**src/rtl/alu_exec_stage.sv**
```systemverilog
`default_nettype none
// ============================================================================
//  Module      : alu_exec_stage
//  Description : Register-file execute stage; single-cycle logic/shift ops and
//                16-iteration shift-add MUL / restoring DIVU with writeback.
//  Revision    : 1.0  initial release
// ============================================================================
module alu_exec_stage #(
    parameter int WIDTH  = 16,
    parameter int ADDR_W = 4,
    parameter int OP_W   = 4
) (
    input  logic              clk,
    input  logic              rst_n,
    input  logic              in_valid,
    output logic              in_ready,
    input  logic [OP_W-1:0]   op,
    input  logic [WIDTH-1:0]  op_a,
    input  logic [WIDTH-1:0]  op_b,
    input  logic [ADDR_W-1:0] dest,
    output logic              wb_we,
    output logic [ADDR_W-1:0] wb_dest,
    output logic [WIDTH-1:0]  wb_data,
    output logic              busy,
    output logic              flag_z,
    output logic              flag_c
);

    localparam int SH_W = $clog2(WIDTH);

    localparam logic [OP_W-1:0] c_op_add = OP_W'(0);
    localparam logic [OP_W-1:0] c_op_sub = OP_W'(1);
    localparam logic [OP_W-1:0] c_op_and = OP_W'(2);
    localparam logic [OP_W-1:0] c_op_or  = OP_W'(3);
    localparam logic [OP_W-1:0] c_op_xor = OP_W'(4);
    localparam logic [OP_W-1:0] c_op_not = OP_W'(5);
    localparam logic [OP_W-1:0] c_op_shl = OP_W'(6);
    localparam logic [OP_W-1:0] c_op_shr = OP_W'(7);
    localparam logic [OP_W-1:0] c_op_mul = OP_W'(8);
    localparam logic [OP_W-1:0] c_op_div = OP_W'(9);
    localparam logic [SH_W-1:0] c_last_iter = SH_W'(WIDTH - 1);

    typedef enum logic [1:0] {
        S_IDLE = 2'd0,
        S_MUL  = 2'd1,
        S_DIV  = 2'd2
    } state_t;

    state_t              r_state;
    logic [SH_W-1:0]     r_count;
    logic [WIDTH-1:0]    r_hi;
    logic [WIDTH-1:0]    r_lo;
    logic [WIDTH-1:0]    r_b;
    logic [ADDR_W-1:0]   r_dest;
    logic                r_wb_we;
    logic [ADDR_W-1:0]   r_wb_dest;
    logic [WIDTH-1:0]    r_wb_data;
    logic                r_flag_z;
    logic                r_flag_c;

    logic [WIDTH:0]      w_add;
    logic [WIDTH:0]      w_sub;
    logic [WIDTH:0]      w_shl;
    logic [WIDTH:0]      w_shr;
    logic                w_sc_valid;
    logic [WIDTH-1:0]    w_sc_res;
    logic                w_sc_c;

    logic [WIDTH:0]      w_mul_sum;
    logic [WIDTH-1:0]    w_mul_hi_n;
    logic [WIDTH-1:0]    w_mul_lo_n;
    logic [WIDTH:0]      w_div_sh;
    logic [WIDTH:0]      w_div_tr;
    logic                w_div_ok;
    logic [WIDTH-1:0]    w_div_hi_n;
    logic [WIDTH-1:0]    w_div_lo_n;

    // Extra MSB/LSB on the shift operands catches the last bit shifted out.
    assign w_add = {1'b0, op_a} + {1'b0, op_b};
    assign w_sub = {1'b0, op_a} - {1'b0, op_b};
    assign w_shl = {1'b0, op_a} << op_b[SH_W-1:0];
    assign w_shr = {op_a, 1'b0} >> op_b[SH_W-1:0];

    always_comb begin
        w_sc_valid = 1'b1;
        w_sc_res   = '0;
        w_sc_c     = 1'b0;
        case (op)
            c_op_add: begin w_sc_res = w_add[WIDTH-1:0]; w_sc_c = w_add[WIDTH]; end
            c_op_sub: begin w_sc_res = w_sub[WIDTH-1:0]; w_sc_c = w_sub[WIDTH]; end
            c_op_and: w_sc_res = op_a & op_b;
            c_op_or:  w_sc_res = op_a | op_b;
            c_op_xor: w_sc_res = op_a ^ op_b;
            c_op_not: w_sc_res = ~op_a;
            c_op_shl: begin w_sc_res = w_shl[WIDTH-1:0]; w_sc_c = w_shl[WIDTH]; end
            c_op_shr: begin w_sc_res = w_shr[WIDTH:1];   w_sc_c = w_shr[0];     end
            default:  w_sc_valid = 1'b0;
        endcase
    end

    // MUL: {r_hi,r_lo} is the product register, multiplier starts in r_lo.
    assign w_mul_sum  = {1'b0, r_hi} + (r_lo[0] ? {1'b0, r_b} : {(WIDTH+1){1'b0}});
    assign w_mul_hi_n = w_mul_sum[WIDTH:1];
    assign w_mul_lo_n = {w_mul_sum[0], r_lo[WIDTH-1:1]};

    // DIVU: r_hi is the partial remainder, dividend/quotient share r_lo.
    assign w_div_sh   = {r_hi, r_lo[WIDTH-1]};
    assign w_div_tr   = w_div_sh - {1'b0, r_b};
    assign w_div_ok   = ~w_div_tr[WIDTH];
    assign w_div_hi_n = w_div_ok ? w_div_tr[WIDTH-1:0] : w_div_sh[WIDTH-1:0];
    assign w_div_lo_n = {r_lo[WIDTH-2:0], w_div_ok};

    always_ff @(posedge clk or negedge rst_n) begin
        if (!rst_n) begin
            r_state   <= S_IDLE;
            r_count   <= '0;
            r_hi      <= '0;
            r_lo      <= '0;
            r_b       <= '0;
            r_dest    <= '0;
            r_wb_we   <= 1'b0;
            r_wb_dest <= '0;
            r_wb_data <= '0;
            r_flag_z  <= 1'b0;
            r_flag_c  <= 1'b0;
        end else begin
            r_wb_we <= 1'b0;
            case (r_state)
                S_IDLE: begin
                    if (in_valid) begin
                        if (op == c_op_mul || op == c_op_div) begin
                            r_state <= (op == c_op_mul) ? S_MUL : S_DIV;
                            r_count <= '0;
                            r_hi    <= '0;
                            r_lo    <= (op == c_op_mul) ? op_b : op_a;
                            r_b     <= (op == c_op_mul) ? op_a : op_b;
                            r_dest  <= dest;
                        end else if (w_sc_valid) begin
                            r_wb_we   <= 1'b1;
                            r_wb_dest <= dest;
                            r_wb_data <= w_sc_res;
                            r_flag_z  <= (w_sc_res == '0);
                            r_flag_c  <= w_sc_c;
                        end
                    end
                end
                S_MUL: begin
                    r_hi    <= w_mul_hi_n;
                    r_lo    <= w_mul_lo_n;
                    r_count <= r_count + 1'b1;
                    if (r_count == c_last_iter) begin
                        r_state   <= S_IDLE;
                        r_wb_we   <= 1'b1;
                        r_wb_dest <= r_dest;
                        r_wb_data <= w_mul_lo_n;
                        r_flag_z  <= (w_mul_lo_n == '0);
                        r_flag_c  <= (w_mul_hi_n != '0);
                    end
                end
                S_DIV: begin
                    r_hi    <= w_div_hi_n;
                    r_lo    <= w_div_lo_n;
                    r_count <= r_count + 1'b1;
                    if (r_count == c_last_iter) begin
                        r_state   <= S_IDLE;
                        r_wb_we   <= 1'b1;
                        r_wb_dest <= r_dest;
                        r_wb_data <= w_div_lo_n;
                        r_flag_z  <= (w_div_lo_n == '0);
                        r_flag_c  <= (r_b == '0);
                    end
                end
                default: r_state <= S_IDLE;
            endcase
        end
    end

    assign in_ready = (r_state == S_IDLE);
    assign busy     = (r_state != S_IDLE);
    assign wb_we    = r_wb_we;
    assign wb_dest  = r_wb_dest;
    assign wb_data  = r_wb_data;
    assign flag_z   = r_flag_z;
    assign flag_c   = r_flag_c;

endmodule
`default_nettype wire

```
**config.mk**
```make
export PLATFORM = sky130hd
export DESIGN_NAME = alu_exec_stage
export DESIGN_NICKNAME = d
export VERILOG_FILES = /design/src/rtl/alu_exec_stage.sv
export SDC_FILE = /design/constraint.sdc
export NUM_CORES = 1
export LEC_CHECK = 0
export ABC_AREA = 1
export BUFFER_PORTS_ARGS = -buffer_cell sky130_fd_sc_hd__buf_2
export CORE_MARGIN = 8
export CORE_UTILIZATION = 50
export DETAILED_ROUTE_END_ITERATION = 10
export GPL_TIMING_DRIVEN = 0
export PLACE_DENSITY_LB_ADDON = 0.1
export SLEW_MARGIN = 20
export SYNTH_ARGS = -nofsm -noshare
export SYNTH_HDL_FRONTEND = slang
export SYNTH_SLANG_ARGS = --single-unit
export TNS_END_PERCENT = 5
```
**constraint.sdc**
```tcl
create_clock -name clk -period 2.55 [get_ports clk]
set_input_delay 0 -clock clk [delete_from_list [all_inputs] [get_ports clk]]
set_output_delay 0 -clock clk [all_outputs]
set_load 0.01 [all_outputs]
```
==> results of run 1 <==
-- cell type report --
| class | count | area (um^2) |
|---|---|---|
| clock inverters | 7 | 60.06 |
| plain buffers | 66 | 346.6 |
| fillers | 2273 | 8947 |
| clock buffers | 9 | 225.2 |
| multi-input cells | 1477 | 7651 |
| repair buffers | 83 | 490.5 |
| flip-flops and latches | 81 | 2028 |
| well taps | 275 | 344.1 |
| inverters | 244 | 928.4 |
-- registers in the layout, summed over array words and instances (netlist names) --
signal	cells
flag_c	1
flag_z	1
r_b	16
r_count	4
r_dest	4
r_hi	16
r_lo	16
r_state	2
wb_data	16
wb_dest	4
wb_we	1
-- where the power goes --
part | internal [uW] | total [uW] | leakage, uW | switching (uW)
Combinational | 1720 | 5310 | 0.00536 | 3590
Clock | 681 | 1280 | 0.000143 | 595
Sequential | 1820 | 2230 | 0.000995 | 408
-- cells in the final DEF (no fill, tap or decap), types with 20 or more instances in the layout --
master    count
nor2_1      180
nor3_1       20
nand3_1     214
ha_1         86
o21ai_1      21
o22ai_1      22
dfrtp_1      80
clkbuf_1     28
o21ai_0      99
nand2_1     570
a21oi_1      96
buf_2        91
inv_1       226
-- metal layers --
layer,part of all wire [%],vias to the layer above,track usage [%],wire (um)
li1,-,6243,-,-
met1,39,5939,38.82,17100
met2,47,651,54.72,20790
met3,6.9,179,4.044,3067
met4,7.7,0,23.78,3420
met5,0,-,0,0
-- worst reg2reg max path: stages, from the launching register on --
cell	delay [ns]
dfrtp_1	0.40
inv_1	0.11
ha_1	0.15
clkbuf_1	0.49
clkinvlp_4	0.41
clkbuf_1	0.32
o22ai_1	0.21
nand2_1	0.13
o21ai_1	0.11
nand2_1	0.06
o21ai_0	0.08
-- kinds of logic after synthesis --
logic type	count (synthesis)	synth area share [%]
XOR/XNOR	11	0.8981
flip-flops	81	18.89
buffers and inverters	313	11.72
AND/OR/NAND/NOR	1078	42.59
AO/OA/AOI/OAI	294	14.77
adder cells (fa/ha/maj)	93	11.13
-- worst paths after layout --
path                       startpoint         to  cells past startpoint  slack (ns)
min                          in_valid      wb_we                      5        0.03
max reg2reg                r_state[1]   r_lo[13]                     10       0.001
min reg2reg                 r_dest[0]  r_dest[0]                      2        0.48
max in group asynchronous       rst_n      wb_we                      3        1.75
max                        r_state[1]   r_lo[13]                     10       0.001
min in group asynchronous       rst_n     flag_z                      2        0.15
-- metrics by stage --
stage          total power [uW]  worst slack, ns  hold WS, ns  std cells  area (um^2)
2_1_floorplan              5515          0.06953      -0.2956       1870        10730
4_1_cts                    8613        -0.005025      0.02773       2241        11910
3_3_place_gp               7130          -0.5039       0.2199       2212        11410
5_1_grt                    9470          -0.1721      0.04804       2242        12070
3_5_place_dp               7213          -0.4877     -0.01914       2213        11440
6_report                   8816         0.001202      0.03096       2242        12070
-- what timing repair did --
item / 4_1_cts / 5_1_grt
gates cloned: 1 / 0
pin swaps: 7 / 10
setup buffers: 7 / 3
setup endpoints to repair: 20 / 38
hold buffers: 5 / 0
resized for setup: 30 / 41
endpoints found under the hold margin: 36 / 0
==> out/metrics.csv, run 1 <==
metric,value,unit
sequential fraction of the synthesis area,18.89,%
Final Slew Violations,0,
syn_nets,2006,
# DRC,0,
Slew headroom,50.80,%
synth warn,0,
"Clk Latency, worst-skew pair",0.34,ns
maximum clock path buffer count,2,
Peak Freq,0.3923,GHz
commonest register cell after synthesis,dfrtp_1,
number of global-route vias before repair,12400,
I/O pins,68,
Num CTS Buffers,9,
Worst Hold Class,primary input to flip-flop,
Final GP Congestion,1.026,
"top cells by count, synth","nand2_1 (584), inv_1 (228), nand3_1 (216), nor2_1 (183), o21ai_0 (105)",
Seq cells post-synth,81,
ANT cells,0,
Syn Area/Cell,5.737,um^2
largest net degree at the start of global routing,54,
clk sink count,81,
DR pass1 iterations,5,
power density over the cells,730.2,nW/um^2
CTS tree,done,
cell area after synthesis,10730,um^2
P&R area growth vs syn,12.55,%
crit share post-route,99.95,%
Crit path buffers/inverters,4,
Starting Density,51.03,%
slowest CP cell,clkbuf_1,
site row count,53,
most common cell in the synthesized netlist,nand2_1,
CP required,2.81,ns
share of the synthesized area in the top cell type,20.43,%
Unique masters post-synth,43,
DIE HEIGHT,162.5,um
Routed Wire Length,44380,um
fin nets,2098,
setup violators final,0,
port bufs,67,
final core utilization,57.44,%
global-route wire length before repair,67900,um
Worst Tran Pin Value,0.7353,ns
initial drt markers,1358,
"antenna viol nets, final",0,
status,"complete, no violations",
CTS root buf,clkbuf_16,
CP Max Fanout,10,
initial antenna violation count,0,
critical path's largest stage delay,0.49,ns
CP top delay family,buffers and inverters,
RSZ-0062 raised after global routing,yes,
Worst EP arrival,2.81,ns
Final Hold Vio Count,0,
Max-Cap Viols,0,
core box area,21020,um^2
clock slew at reported path FFs,0.07,ns
Synth area leaders,"nand2_1 (20%), dfrtp_1 (19%), ha_1 (10%)",
die width,162.5,um
WL/cell,19.79,um
vias per cell,5.804,
Clock Skew,0.009589,ns
Period minus WS final,2.549,ns
kind of critical path,flip-flop to flip-flop,
DP Wirelength,35360,um
total gr overflow,0,
Syn Inst Count,1870,
setup_tns,0,ns
CP endpoint kind,flip-flop,
layout cells sized above 1,11.08,%
gr usage total,32.93,%
"EDFF count, synth",0,
peak supply drop,371.6,uV
# H-tree levels,3,
vias,13010,
CP Cell Sequence,inv_1 > ha_1 > clkbuf_1 > clkinvlp_4 > clkbuf_1 > o22ai_1 > nand2_1 > o21ai_1 > nand2_1 > o21ai_0,
"FFs w/ async S/R, synth",100.0,%
die area,26400,um^2
largest area contributor in the netlist,nand2_1,
CP Launch Type,flip-flop,
Static Leak,0.006496,uW
No activity file was read; power rests on OpenSTA's default activity.
==> run 2, diff against run 1 <==
- CELL_PAD_IN_SITES_DETAIL_PLACEMENT: unset -> 0
- CELL_PAD_IN_SITES_GLOBAL_PLACEMENT: unset -> 1
- CORE_UTILIZATION: 50 -> 39
==> out/metrics.csv, run 2 (synthesis results as in run 1) <==
metric,value,unit
CP top delay family,simple AND/OR/NAND/NOR gates,
slowest CP cell,dfrtp_2,
largest net degree at the start of global routing,49,
number of global-route vias before repair,11870,
# H-tree levels,3,
# DRC,0,
Static Leak,0.006487,uW
Met2 Wirelength,21790,um
DR pass1 iterations,5,
CP endpoint kind,flip-flop,
Logic pwr share,59.4,%
Worst Hold Class,primary input to flip-flop,
Peak Freq,0.3800,GHz
Crit path buffers/inverters,2,
Place WS,-0.9803,ns
site row count,60,
max layer used,met4,
peak supply drop,389.6,uV
failing checks,setup timing,
# fillers,2996,
maximum clock path buffer count,2,
status,"finished, violations left",
CP Max Fanout,3,
Final Hold Vio Count,0,
clock slew at reported path FFs,0.07,ns
ANT cells,0,
DIE HEIGHT,181.9,um
CP Launch Type,flip-flop,
Worst Tran Pin Value,0.6839,ns
total gr overflow,0,
Area after DPL,11520,um^2
"Clk Latency, worst-skew pair",0.34,ns
"commonest non-fill, non-tap cell in the layout",nand2_1,
die width,181.9,um
RSZ-0062 raised after global routing,yes,
WL met3,2771,um
vias per cell,5.510,
clk sink count,81,
critical path's largest stage delay,0.43,ns
core box area,26950,um^2
die area,33070,um^2
setup violators final,1,
Reg-to-Reg Start,r_lo[0],
gr usage total,27.86,%
initial antenna violation count,0,
Max-Cap Viols,0,
Period minus WS final,2.632,ns
sequential share of power,24.1,%
wire length on met1,19900,um
Final Slew Violations,0,
initial drt markers,1181,
Routed Wire Length,47090,um
"antenna viol nets, final",0,
Clock Skew,0.01006,ns
Num CTS Buffers,9,
I/O pins,68,
CP Cell Sequence,clkbuf_8 > nand2_1 > inv_1 > ha_2 > fa_2 > nand2_4 > nand2_1 > nand2_1 > nand2_2 > nand2_2 > nand2_2 > a21oi_4 > nand3_1 > nor2_2 > nand3_2 > nand2_2 > nand2_2 > nand2_1 > a21oi_1,
hold path depth,5,
reg2reg end,flag_c,
Finished Cell Area,12160,um^2
Reg2Reg Depth,19,
hold endpoint,wb_we,
Critical Path Most Common Cell,nand2_2,
P&R area growth vs syn,13.38,%
power density over the cells,744.7,nW/um^2
Starting Density,39.81,%
Hold Crit Start,in_valid,
"Worst Setup Slack, final",-0.08185,ns
fin nets,2094,
port bufs,67,
Clock power frac,16.5,%
crit share post-route,103.2,%
DP Wirelength,37870,um
Worst EP arrival,2.86,ns
CP required,2.78,ns
layout cells sized above 1,10.39,%
CTS root buf,clkbuf_16,
Psw,4636,uW
vias,12700,
r2r setup slk,-0.08,ns
cell-internal power,4421,uW
Sw Ratio,51.18,%
CTS tree,done,
global-route wire length before repair,71010,um
Final GP Congestion,0.9516,
"commonest cells after routing, fill and taps aside","nand2_1 (571), inv_1 (226), nand3_1 (215)",
Slew headroom,54.24,%
kind of critical path,flip-flop to flip-flop,
WL/cell,20.44,um
-- run 2: worst max-delay path by stage --
stage	startpoint	to	slack (ns)	depth (start not counted)
3_3_place_gp	r_lo[0]	flag_c	-0.93	20
2_1_floorplan	r_lo[0]	flag_c	0.07	18
4_1_cts	r_lo[0]	flag_c	-0.11	19
5_1_grt	r_lo[0]	flag_c	-0.20	20
6_report	r_lo[0]	flag_c	-0.08	19
3_5_place_dp	r_lo[0]	flag_c	-0.98	20
-- run 2: worst register-to-register path: stages (launching register included) --
cell,delay (ns)
dfrtp_2,0.43
clkbuf_8,0.16
nand2_1,0.06
inv_1,0.04
ha_2,0.19
fa_2,0.37
nand2_4,0.09
nand2_1,0.06
nand2_1,0.07
nand2_2,0.09
nand2_2,0.09
nand2_2,0.09
a21oi_4,0.17
nand3_1,0.10
nor2_2,0.15
nand3_2,0.08
nand2_2,0.09
nand2_2,0.06
nand2_1,0.05
a21oi_1,0.07
-- run 2: timing repair --
item                                    in CTS  in global routing
hold endpoints to repair                    41                  0
endpoints found under the setup margin      34                 42
gates cloned                                 0                  0
hold buffers                                 5                  0
gates resized for setup                     26                 32
pin swaps                                    8                  3
buffers inserted                             7                  0
-- run 2: metal layers --
metal	vias to the layer above	track usage [%]
met5	-	0
met4	0	15.09
met3	118	2.794
met2	509	45.81
met1	5839	35.46
li1	6229	-
-- run 2: layout make-up --
cell class	count	area [um^2]	share of cell area, %
clock buffers	9	225.2	1.852
plain buffers	66	350.3	2.880
clock inverters	7	107.6	0.8847
well taps	341	426.7	3.508
flip-flops and latches	81	2028	16.68
repair buffers	80	493.0	4.053
multi-input cells	1476	7605	62.52
inverters	244	927.1	7.623
-- run 2: per-stage QoR --
| step | power [uW] | instances | util, % | hold slack [ns] | TNS, ns |
|---|---|---|---|---|---|
| 3_5_place_dp | 7293 | 2279 | 42.74 | -0.0001032 | -10.34 |
| 3_3_place_gp | 7258 | 2278 | 42.63 | 0.2240 | -8.920 |
| 4_1_cts | 8911 | 2305 | 44.75 | 0.008391 | -0.3482 |
| 6_report | 9057 | 2304 | 45.13 | 0.02377 | -0.08185 |
| 5_1_grt | 9775 | 2304 | 45.13 | 0.04823 | -1.208 |
| 2_1_floorplan | 5515 | 1870 | - | -0.2956 | 0 |
-- run 2: power by group through the flow --
stage               sequential (uW)  combinational, uW  clock [uW]
CTS                            2180               5240        1500
global route                   2230               5990        1550
global placement               2170               5080           0
floorplan                      2160               3360           0
detailed placement             2190               5110           0
finish                         2180               5380        1500
